===== src/rtl/symbol_fetch.sv =====
// Symbol fetch sequencer: scans the command-buffer slots flagged at frame start and
// hands each stored symbol to the drawing engine. Optional macro: SYMFETCH_FRAME_ABORT_EN.
module symbol_fetch #(
    parameter int BUFFER_PKT_BITS = 32,
    parameter int NUM_SYM_SUPPTD  = 8,
    parameter int IDX_BITS        = 3
) (
    input  logic                       i_clk,
    input  logic                       n_btn_rst,
    input  logic                       i_frame_start,
    input  logic [NUM_SYM_SUPPTD-1:0]  i_valid_idx,
    output logic                       o_re,
    output logic [IDX_BITS-1:0]        o_raddr,
    input  logic [BUFFER_PKT_BITS-1:0] i_rdata,
    output logic                       o_sym_valid,
    input  logic                       i_sym_ready,
    output logic [BUFFER_PKT_BITS-1:0] o_sym_data,
    output logic [IDX_BITS-1:0]        o_sym_id,
    output logic                       o_busy,
    output logic                       o_frame_done
);

    typedef enum logic [2:0] {
        ST_IDLE    = 3'd0,
        ST_SCAN    = 3'd1,
        ST_WAIT    = 3'd2,
        ST_PRESENT = 3'd3,
        ST_DONE    = 3'd4
    } state_t;

    localparam logic [IDX_BITS-1:0] LAST_IDX = IDX_BITS'(NUM_SYM_SUPPTD - 1);
    localparam logic [IDX_BITS-1:0] IDX_ONE  = IDX_BITS'(1);

    state_t                       state_r, state_nxt_s;
    logic [IDX_BITS-1:0]          idx_r, idx_nxt_s;
    logic [NUM_SYM_SUPPTD-1:0]    mask_r, mask_nxt_s;
    logic [BUFFER_PKT_BITS-1:0]   sym_data_r, sym_data_nxt_s;
    logic [IDX_BITS-1:0]          sym_id_r, sym_id_nxt_s;
    logic                         abort_s;
    logic                         in_scan_s;

`ifdef SYMFETCH_FRAME_ABORT_EN
    assign abort_s = i_frame_start;
`else
    assign abort_s = 1'b0;
`endif

    assign in_scan_s = (state_r == ST_SCAN) || (state_r == ST_WAIT) || (state_r == ST_PRESENT);

    // Next-state, slot index, mask snapshot and symbol capture decode.
    always_comb begin
        state_nxt_s    = state_r;
        idx_nxt_s      = idx_r;
        mask_nxt_s     = mask_r;
        sym_data_nxt_s = sym_data_r;
        sym_id_nxt_s   = sym_id_r;
        if (abort_s && in_scan_s) begin
            // Restart drops the current scan without a completion pulse.
            mask_nxt_s  = i_valid_idx;
            idx_nxt_s   = '0;
            state_nxt_s = ST_SCAN;
        end else begin
            case (state_r)
                ST_IDLE: begin
                    if (i_frame_start) begin
                        mask_nxt_s  = i_valid_idx;
                        idx_nxt_s   = '0;
                        state_nxt_s = ST_SCAN;
                    end else begin
                        state_nxt_s = ST_IDLE;
                    end
                end
                ST_SCAN: begin
                    if (mask_r[idx_r]) begin
                        state_nxt_s = ST_WAIT;
                    end else if (idx_r == LAST_IDX) begin
                        state_nxt_s = ST_DONE;
                    end else begin
                        idx_nxt_s   = idx_r + IDX_ONE;
                        state_nxt_s = ST_SCAN;
                    end
                end
                ST_WAIT: begin
                    sym_data_nxt_s = i_rdata;
                    sym_id_nxt_s   = idx_r;
                    state_nxt_s    = ST_PRESENT;
                end
                ST_PRESENT: begin
                    if (!i_sym_ready) begin
                        state_nxt_s = ST_PRESENT;
                    end else if (idx_r == LAST_IDX) begin
                        state_nxt_s = ST_DONE;
                    end else begin
                        idx_nxt_s   = idx_r + IDX_ONE;
                        state_nxt_s = ST_SCAN;
                    end
                end
                ST_DONE: begin
                    state_nxt_s = ST_IDLE;
                end
                default: begin
                    idx_nxt_s   = '0;
                    mask_nxt_s  = '0;
                    state_nxt_s = ST_IDLE;
                end
            endcase
        end
    end

    // State and datapath registers with synchronous active-low reset.
    always_ff @(posedge i_clk) begin
        if (!n_btn_rst) begin
            state_r    <= ST_IDLE;
            idx_r      <= '0;
            mask_r     <= '0;
            sym_data_r <= '0;
            sym_id_r   <= '0;
        end else begin
            state_r    <= state_nxt_s;
            idx_r      <= idx_nxt_s;
            mask_r     <= mask_nxt_s;
            sym_data_r <= sym_data_nxt_s;
            sym_id_r   <= sym_id_nxt_s;
        end
    end

    // Read enable is issued in the same cycle the occupied slot is found.
    assign o_re         = (state_r == ST_SCAN) && mask_r[idx_r];
    assign o_raddr      = idx_r;
    assign o_sym_valid  = (state_r == ST_PRESENT);
    assign o_sym_data   = sym_data_r;
    assign o_sym_id     = sym_id_r;
    assign o_busy       = (state_r != ST_IDLE);
    assign o_frame_done = (state_r == ST_DONE);

endmodule


===== config.mk =====
export PLATFORM = sky130hd
export DESIGN_NAME = symbol_fetch
export DESIGN_NICKNAME = d
export VERILOG_FILES = /design/src/rtl/symbol_fetch.sv
export SDC_FILE = /design/constraint.sdc
export NUM_CORES = 1
export LEC_CHECK = 0
export ABC_AREA = 1
export ABC_CLOCK_PERIOD_IN_PS = 2850
export CAP_MARGIN = 40
export CORE_UTILIZATION = 40
export CTS_CLUSTER_DIAMETER = 200
export DETAILED_ROUTE_END_ITERATION = 12
export PLACE_DENSITY = 0.84
export SYNTH_ARGS = -nofsm -noshare
export SYNTH_HDL_FRONTEND = slang
export SYNTH_SLANG_ARGS = --single-unit
export TNS_END_PERCENT = 20

===== constraint.sdc =====
create_clock -name i_clk -period 2.85 [get_ports i_clk]
set_input_delay 0.57 -clock i_clk [delete_from_list [all_inputs] [get_ports i_clk]]
set_output_delay 0.57 -clock i_clk [all_outputs]
set_load 0.02 [all_outputs]

=== Word level (Yosys, flattened, before mapping) ===
Cells that the tools add are included.

* Flip-flop bits (word level): 49
* Bits in latches: 0
* Memory bits (writable): 0
* Memory bits (read-only): 0
* Bits of input ports: 44
* Output and inout bits: 42
* Logic and storage cells: 38
* Memories kept: 0

* $add $sub $neg: 1
* Multipliers: 0
* Div/mod/pow operators: 0
* Magnitude comparators: 1
* Eq/ne operators: 8
* Shift-type cells: 0
* Muxes and demuxes: 14
* Bitwise gates (word level): 2
* Reductions and logical operators: 7

{| class="wikitable"
|+ Operators by type and width
! cell !! count
|-
| $pmux W3 S4 || 2
|-
| $mux W3 || 7
|-
| $pmux W8 S2 || 1
|-
| $mux W8 || 1
|-
| $eq A3 B2 Y1 const B || 2
|-
| $eq A3 B3 Y1 const B || 2
|-
| $lt A3 B4 Y1 const B || 1
|-
| $ne A2 B2 Y1 const B || 2
|-
| $reduce_and A4 Y1 || 1
|-
| $reduce_or A4 Y1 || 1
|-
| $add A3 B1 Y3 const B || 1
|-
| $bmux W1 S3 || 1
|-
| $eq A3 B1 Y1 const B || 1
|-
| $logic_not A3 Y1 || 1
|-
| $reduce_bool A3 Y1 || 1
|-
| $mux W1 || 2
|-
| $ne A2 B1 Y1 const B || 1
|-
| $not A1 Y1 || 2
|-
| $reduce_and A2 Y1 || 1
|-
| $reduce_or A2 Y1 || 1
|-
| $logic_and A1 B1 Y1 || 1
|}

=== Logic depth before layout (Yosys ltp) ===
Gate-level depths: netlist of run 1.

* Depth in word-level cells: 4
* Gate-level depth with buffers: 9
* Depth with buffers taken out: 9

=== Worst setup path before layout of run 1 ===
No wires, ideal clock.

* Path kind: register to output
* Start: reg idx_r[0] (netlist: o_raddr[0])
* End: out o_re
* Data arrival time: 1198 ps
* Data required time: 2280 ps
* Path slack: 1082 ps
* Cell stages (with the launch flop): 7
* Buffers on the path: 0
* Path through: dfxtp_1 -> inv_2 -> nand2_1 -> nand3_1 -> nand3_1 -> nand3_2 -> inv_1

* Cells in the longest elaborated chain, start to end: 3

{| class="wikitable"
|+ Ends and longest elaborated chain
! item !! line !! RTL
|-
| start: declaration || 35 || <nowiki>logic [IDX_BITS-1:0] idx_r, idx_nxt_s;</nowiki>
|-
| start signal: assignment || 120 || <nowiki>idx_r <= idx_nxt_s;</nowiki>
|-
| $bmux W1 S3 || 128 || <nowiki>assign o_re = (state_r == ST_SCAN) && mask_r[idx_r];</nowiki>
|-
| $mux W1 (implied by the code) || 128 ||
|-
| $logic_and A1 B1 Y1 || 128 ||
|-
| end: declaration || 12 || <nowiki>output logic o_re,</nowiki>
|}

Every way passes these cells. The select of a mux whose other input is x is not followed.

=== Worst setup path in the final report of run 1 ===
Same ends and word-level chain as after synthesis.

==> results of run 1 <==
==> state kept, by name (all words and copies together) (netlist names) <==
signal / flops
o_sym_data: 32
o_raddr: 3
state_r: 3
mask_r: 8
o_sym_id: 3
==> metrics by stage <==
step	setup slack [ns]	std cells	total power [mW]	area, sq um
after CTS	0.2426	419	2.774	3094
after global routing	0.09635	419	2.945	3094
after floorplan	1.082	268	1.875	2101
final	0.2297	419	2.758	3094
after global placement	0.6512	411	2.241	2982
after detailed placement	0.5831	411	2.267	2982
==> path summary, 6_finish.rpt <==
kind,startpoint,endpoint,slack [ns],depth (start not counted)
max,o_raddr[0],o_re,0.23,7
min reg2reg,o_sym_data[13],o_sym_data[13],0.46,2
max reg2reg,state_r[1],mask_r[3],0.95,7
min,o_sym_data[13],o_sym_data[13],0.46,2
==> per-layer routing <==
layer,routed length [microns],part of all wire [%],GRT usage [%],up-vias
met5,0,0,0,-
met4,86,1.6,9.224,0
met2,2640,48,34.23,82
met3,358,6.5,4.201,10
li1,-,-,-,1049
met1,2436,44,25.23,975
==> cell usage after synthesis (2+ instances only) <==
| cell | number | area [sq um] |
|---|---|---|
| clkbuf_1 | 4 | 15.01 |
| ha_1 | 2 | 25.02 |
| nand3_1 | 47 | 235.2 |
| buf_4 | 3 | 22.52 |
| nor2_1 | 7 | 26.28 |
| nor2_2 | 2 | 12.51 |
| a211oi_2 | 8 | 100.1 |
| dfxtp_1 | 49 | 980.9 |
| nand2_1 | 56 | 210.2 |
| inv_2 | 4 | 15.01 |
| inv_1 | 18 | 67.56 |
| nand2_2 | 3 | 18.77 |
| buf_2 | 7 | 35.03 |
| a21oi_1 | 49 | 245.2 |
==> power by group through the flow <==
stage          sequential, mW  clock [mW]  combinational (mW)
3_3_place_gp            0.945           0                1.30
5_1_grt                 0.958       0.534                1.45
6_report                0.940       0.500                1.32
4_1_cts                 0.940       0.513                1.32
2_1_floorplan            1.05           0               0.827
3_5_place_dp            0.954           0                1.31
==> final cells by class <==
class	count	area share (%)
Sequential cell	49	31.70
Multi-Input combinational cell	181	30.69
Timing Repair Buffer	89	28.47
Tap cell	70	2.831
Inverter	22	2.669
Clock buffer	5	2.224
Clock inverter	3	1.415
==> cell usage in the layout (no fill, tap or decap), drive strengths merged <==
cell type	Yosys	layout
bufinv	0	1
a211oi	8	8
o21ai	1	1
a21oi	49	49
clkbuf	4	5
nand2	60	60
nand3	49	49
dfxtp	49	49
inv	22	23
ha	2	2
nor3	2	2
clkdlybuf4s50	0	85
nor2	10	10
buf	12	4
clkinv	0	1
==> critical path: cells and delay by family (launching register included) <==
kind	cells	cell delay (ns)
and+or+nand+nor	4	0.45
DFF	1	0.51
buffers and inverters	3	0.79
==> cell families (layout without fill, tap and decap cells) <==
family                     Yosys count  count (layout)  synth area share (%)
and+or+nand+nor                    121             121                 27.34
DFF                                 49              49                 46.69
buffers and inverters               38             119                 8.099
adders and majority gates            2               2                 1.191
AOI/OAI and AO/OA                   58              58                 16.68
==> results.md, run 1 <==
- Clock share of power: 18.1%
- Int Pwr: 1.618 mW
- Fillers: 456
- Worst Path Arrival: 2.05 ns
- NetSw: 1.140 mW
- CTS root buf: clkbuf_8
- Distinct cells, synth: 23
- Slew margin rel.: 64.14%
- Register area share after synthesis: 46.69%
- Post-synth EDFFs: 0
- VDD IR max: 0.0004405 V
- Slowest cell on crit path: clkdlybuf4s50_1
- Area delta synth->final: 47.29%
- Total die area: 0.005546 sq mm
- Largest net degree at the start of global routing: 39
- Count of cells resized by post-cts repair: 0
- Max Clock Freq: 381.6 MHz
- Seq pwr share: 34.1%
- Switching part of the total power: 41.33%
- DRC errors left: 0
- Antenna violations before repair: 0
- Min Tclk post-route: 2.620 ns
- Final setup TNS: 0 ns
- Top cell by count, worst path: nand3_1
- Layout Utilization: 60.97%
- Flops & latches, synth: 49
- Clk_skew: 0.006864 ns
- Post-CTS Setup Inserts: 0
- Status: completed
- Iter 0 DRT Violations: 125
- Die height: 74.47 microns
- Startpoint type of the worst setup path: flop
- GRT Total Usage: 20.43%
- Comb pwr share: 47.8%
- Max Cap Violations: 0
- Slew Viols, Final: 0
- Final setup fails: 0
- Fin. Hold Viols: 0
- Boundary Pins: 86
- IO buf count: 85
- Post-Route WL: 5.522 mm
- Dominant synthesized flop cell: dfxtp_1
- Worst-Skew Late Latency: 0.30 ns
- Mapped cell area: 0.002101 sq mm
- Worst setup EP type: primary output
- Multi-input logic area: 949.7 sq um
- Starting Density: 41.40%
- Vias: 2116
- CTS tree: done
- Ys Warns: 0
- PwrDens: 891.2 mW/mm^2
- Antenna-violating nets left: 0
- Nets@finish: 394
- Crit path cell chain: inv_2 > nand2_1 > nand3_1 > nand3_1 > nand3_2 > inv_1 > clkdlybuf4s50_1
- Sink Count: 49
- Die W: 74.47 microns
- Ant. Diodes: 0
- Slowest stage delay, CP: 0.60 ns
- Period utilization: 91.94%
- Proportion of layout cells with a drive suffix above 1: 9.742%
- Cts hold-fix bufs: 0
- Routability cong.: 0.8290
- RSZ-0062 raised after global routing: no
- Routed WL per cell: 13.18 microns
- Worst EP required: 2.28 ns
- Rows: 26
- Worst-path clk slew: 0.09 ns
- Lkg Pwr: 1.137 nW
- Vias in the first global route: 1907
- Global route overflow: 0
- Area taken by flip-flops and latches: 980.9 sq um
- H-Tree Level Count: 2
- Clock tree buffer depth: 2
- Hold_ws: 0.4640 ns
- First-pass GRT wire length: 8.652 mm
- Syn Nets: 314
- Crit Path Category: reg2out
- DP HPWL: 3.752 mm
- Routed vias/inst: 5.050
- TritonRoute pass-1 iters: 4
- Worst Tran Pin Value: 0.5371 ns
- Crit-path max FO: 9
- Ys async rst share: 0%
- Area of the core region: 0.005075 sq mm
- CTS buffer count: 5
- Syn Inst Count: 268
- Worst Hold Class: reg2reg
- Mapped Avg Cell Area: 7.839 sq um
Note: power is estimated with default switching activity, not from simulation.
==> run 2: changes to the inputs <==
MAX_ROUTING_LAYER = met4   (was not set)
REMOVE_ABC_BUFFERS = 1   (was not set)
==> run 2 against run 1 <==
  * Cell area increased by 0.12%
  * Clock skew increased by 0.0040 ns
  * Sequential share of layout area about the same
  * Register-to-register slack about the same
  * Sequential power about the same
  * Die area unchanged
  * Combinational power about the same
  * Core utilization increased by 0.074 points
  * Power decreased by 0.35%
  * Highest routed layer unchanged
==> results.md, run 2 (same netlist as run 1, synthesis figures left out) <==
- Commonest cells after routing, fill and taps aside: clkdlybuf4s50_1, nand2_1, a21oi_1, dfxtp_1, nand3_1 (unchanged)
- Worst-path clk slew: 0.09 ns (about the same)
- Cell area after placement: 0.002987 sq mm (was 0.002982 sq mm)
- Vias: 2060 (was 2116)
- Area delta synth->final: 47.47% (was 47.29%)
- Worst setup EP type: primary output (unchanged)
- M1 WL: 2.481 mm (was 2.436 mm)
- IO buf count: 85 (unchanged)
- Pre-CTS setup slack: 0.5617 ns (was 0.5831 ns)
- Count of cells resized by post-cts repair: 0 (unchanged)
- Crit path cell chain: inv_2 > nand2_1 > nand3_1 > nand3_1 > nand3_2 > inv_1 > clkdlybuf4s50_1 (unchanged)
- Slowest stage delay, CP: 0.60 ns (about the same)
- Slew margin rel.: 71.76% (was 64.14%)
- Post-Route WL: 5.381 mm (was 5.522 mm)
- Status: completed (unchanged)
- Final setup TNS: 0 ns (unchanged)
- CTS tree: done (unchanged)
- Rows: 26 (unchanged)
- WP buf/inv: 3 (unchanged)
- CTS buffer count: 5 (unchanged)
- Routability cong.: 0.9235 (was 0.8290)
- Largest net degree at the start of global routing: 39 (unchanged)
- Lkg Pwr: 1.134 nW (was 1.137 nW)
- VDD IR max: 0.0004470 V (was 0.0004405 V)
- Nets@finish: 393 (was 394)
- Worst Tran Pin Value: 0.4229 ns (was 0.5371 ns)
- First-pass GRT wire length: 8.204 mm (was 8.652 mm)
- Worst EP required: 2.28 ns (about the same)
- Vias in the first global route: 1838 (was 1907)
- CTS root buf: clkbuf_8 (unchanged)
- Sink Count: 49 (unchanged)
- Final setup fails: 0 (unchanged)
- Routed vias/inst: 4.928 (was 5.050)
- Clock tree buffer depth: 2 (unchanged)
- Layout Utilization: 61.05% (was 60.97%)
- Cts hold-fix bufs: 0 (unchanged)
- Crit Path Category: reg2out (unchanged)
- Min Tclk post-route: 2.617 ns (was 2.620 ns)
- Largest delay share family, worst path: buffers and inverters (unchanged)
- Met3 WL: 281 microns (was 358 microns)
- PwrDens: 887.0 mW/mm^2 (was 891.2 mW/mm^2)
- Period utilization: 91.84% (was 91.94%)
- DP HPWL: 3.712 mm (was 3.752 mm)
- Top cell by count, worst path: nand3_1 (unchanged)
- Hold_ws: 0.4628 ns (was 0.4640 ns)
- Post-CTS Setup Inserts: 0 (unchanged)
- Startpoint type of the worst setup path: flop (unchanged)
- Ant. Diodes: 0 (unchanged)
- Top Metal Used: met4 (unchanged)
- Wire length on met2: 2.575 mm (was 2.640 mm)
- TritonRoute pass-1 iters: 4 (unchanged)
- Fin. Hold Viols: 0 (unchanged)
- Design area: 0.003098 sq mm (was 0.003094 sq mm)
- Worst Path Arrival: 2.05 ns (about the same)
- Max FFs per register: 32 (unchanged)
- Most common cell after layout, fill and taps aside: clkdlybuf4s50_1 (unchanged)
- Boundary Pins: 86 (unchanged)
- Slowest cell on crit path: clkdlybuf4s50_1 (unchanged)
- RSZ-0062 raised after global routing: no (unchanged)
- Worst Hold Class: reg2reg (unchanged)
- Starting Density: 41.40% (unchanged)
- Max Clock Freq: 382.1 MHz (was 381.6 MHz)
- Antenna violations before repair: 0 (unchanged)
- DRC errors left: 0 (unchanged)
- Routed WL per cell: 12.87 microns (was 13.18 microns)
- H-Tree Level Count: 2 (unchanged)
- Slew Viols, Final: 0 (unchanged)
- Crit-path max FO: 9 (unchanged)
- Antenna-violating nets left: 0 (unchanged)
- Global route overflow: 0 (unchanged)
- Die height: 74.47 microns (unchanged)
- Clk_skew: 0.01088 ns (was 0.006864 ns)
- Fin worst setup slack: 0.2326 ns (was 0.2297 ns)
- Proportion of layout cells with a drive suffix above 1: 9.195% (was 9.742%)
- Area of the core region: 0.005075 sq mm (unchanged)
- Total die area: 0.005546 sq mm (unchanged)
- Iter 0 DRT Violations: 122 (was 125)
- Worst-Skew Late Latency: 0.30 ns (about the same)
- GRT Total Usage: 19.95% (was 20.43%)
- Max Cap Violations: 0 (unchanged)
- Die W: 74.47 microns (unchanged)
==> run 2: layout make-up <==
type | count | area, sq um
clock inverters | 2 | 38.79
repair buffers | 88 | 885.9
clock buffers | 6 | 72.57
inverters | 22 | 82.58
well taps | 70 | 87.58
flip-flops and latches | 49 | 980.9
multi-input cells | 181 | 949.7
fillers | 475 | 1977
==> run 2: layer usage <==
layer,GRT usage (%),up-vias
met3,3.117,4
met4,9.224,0
met5,-,-
li1,-,1050
met1,24.62,945
met2,31.93,61
==> run 2: worst register-to-register path, delay by kind of cell (launching register included) <==
| family | cells | cell delay (ns) |
|---|---|---|
| simple gates | 3 | 0.73 |
| buf+inv | 2 | 0.43 |
| flops | 1 | 0.41 |
| compound gates | 2 | 0.24 |
==> run 2: worst paths after layout <==
kind	start	endpoint	slack [ns]	cells after the start
worst max-delay path	o_raddr[0]	o_re	0.23	7
worst max register to register	state_r[1]	mask_r[3]	0.96	7
worst min register to register	o_sym_data[14]	o_sym_data[14]	0.46	2
worst min-delay path	o_sym_data[14]	o_sym_data[14]	0.46	2
==> run 2: power by group <==
group | switching [mW] | internal [mW] | leakage [nW] | total (mW)
logic | 0.807 | 0.509 | 0.680 | 1.32
registers | 0.0918 | 0.847 | 0.398 | 0.938
clock network | 0.230 | 0.264 | 0.0554 | 0.494
total | 1.13 | 1.62 | 1.13 | 2.75
==> run 2: stage by stage <==
stage / total power [mW] / instances
floorplan: 1.790 / 252
global placement: 2.241 / 410
detailed placement: 2.274 / 410
CTS: 2.774 / 418
global route: 2.943 / 418
finish: 2.748 / 418
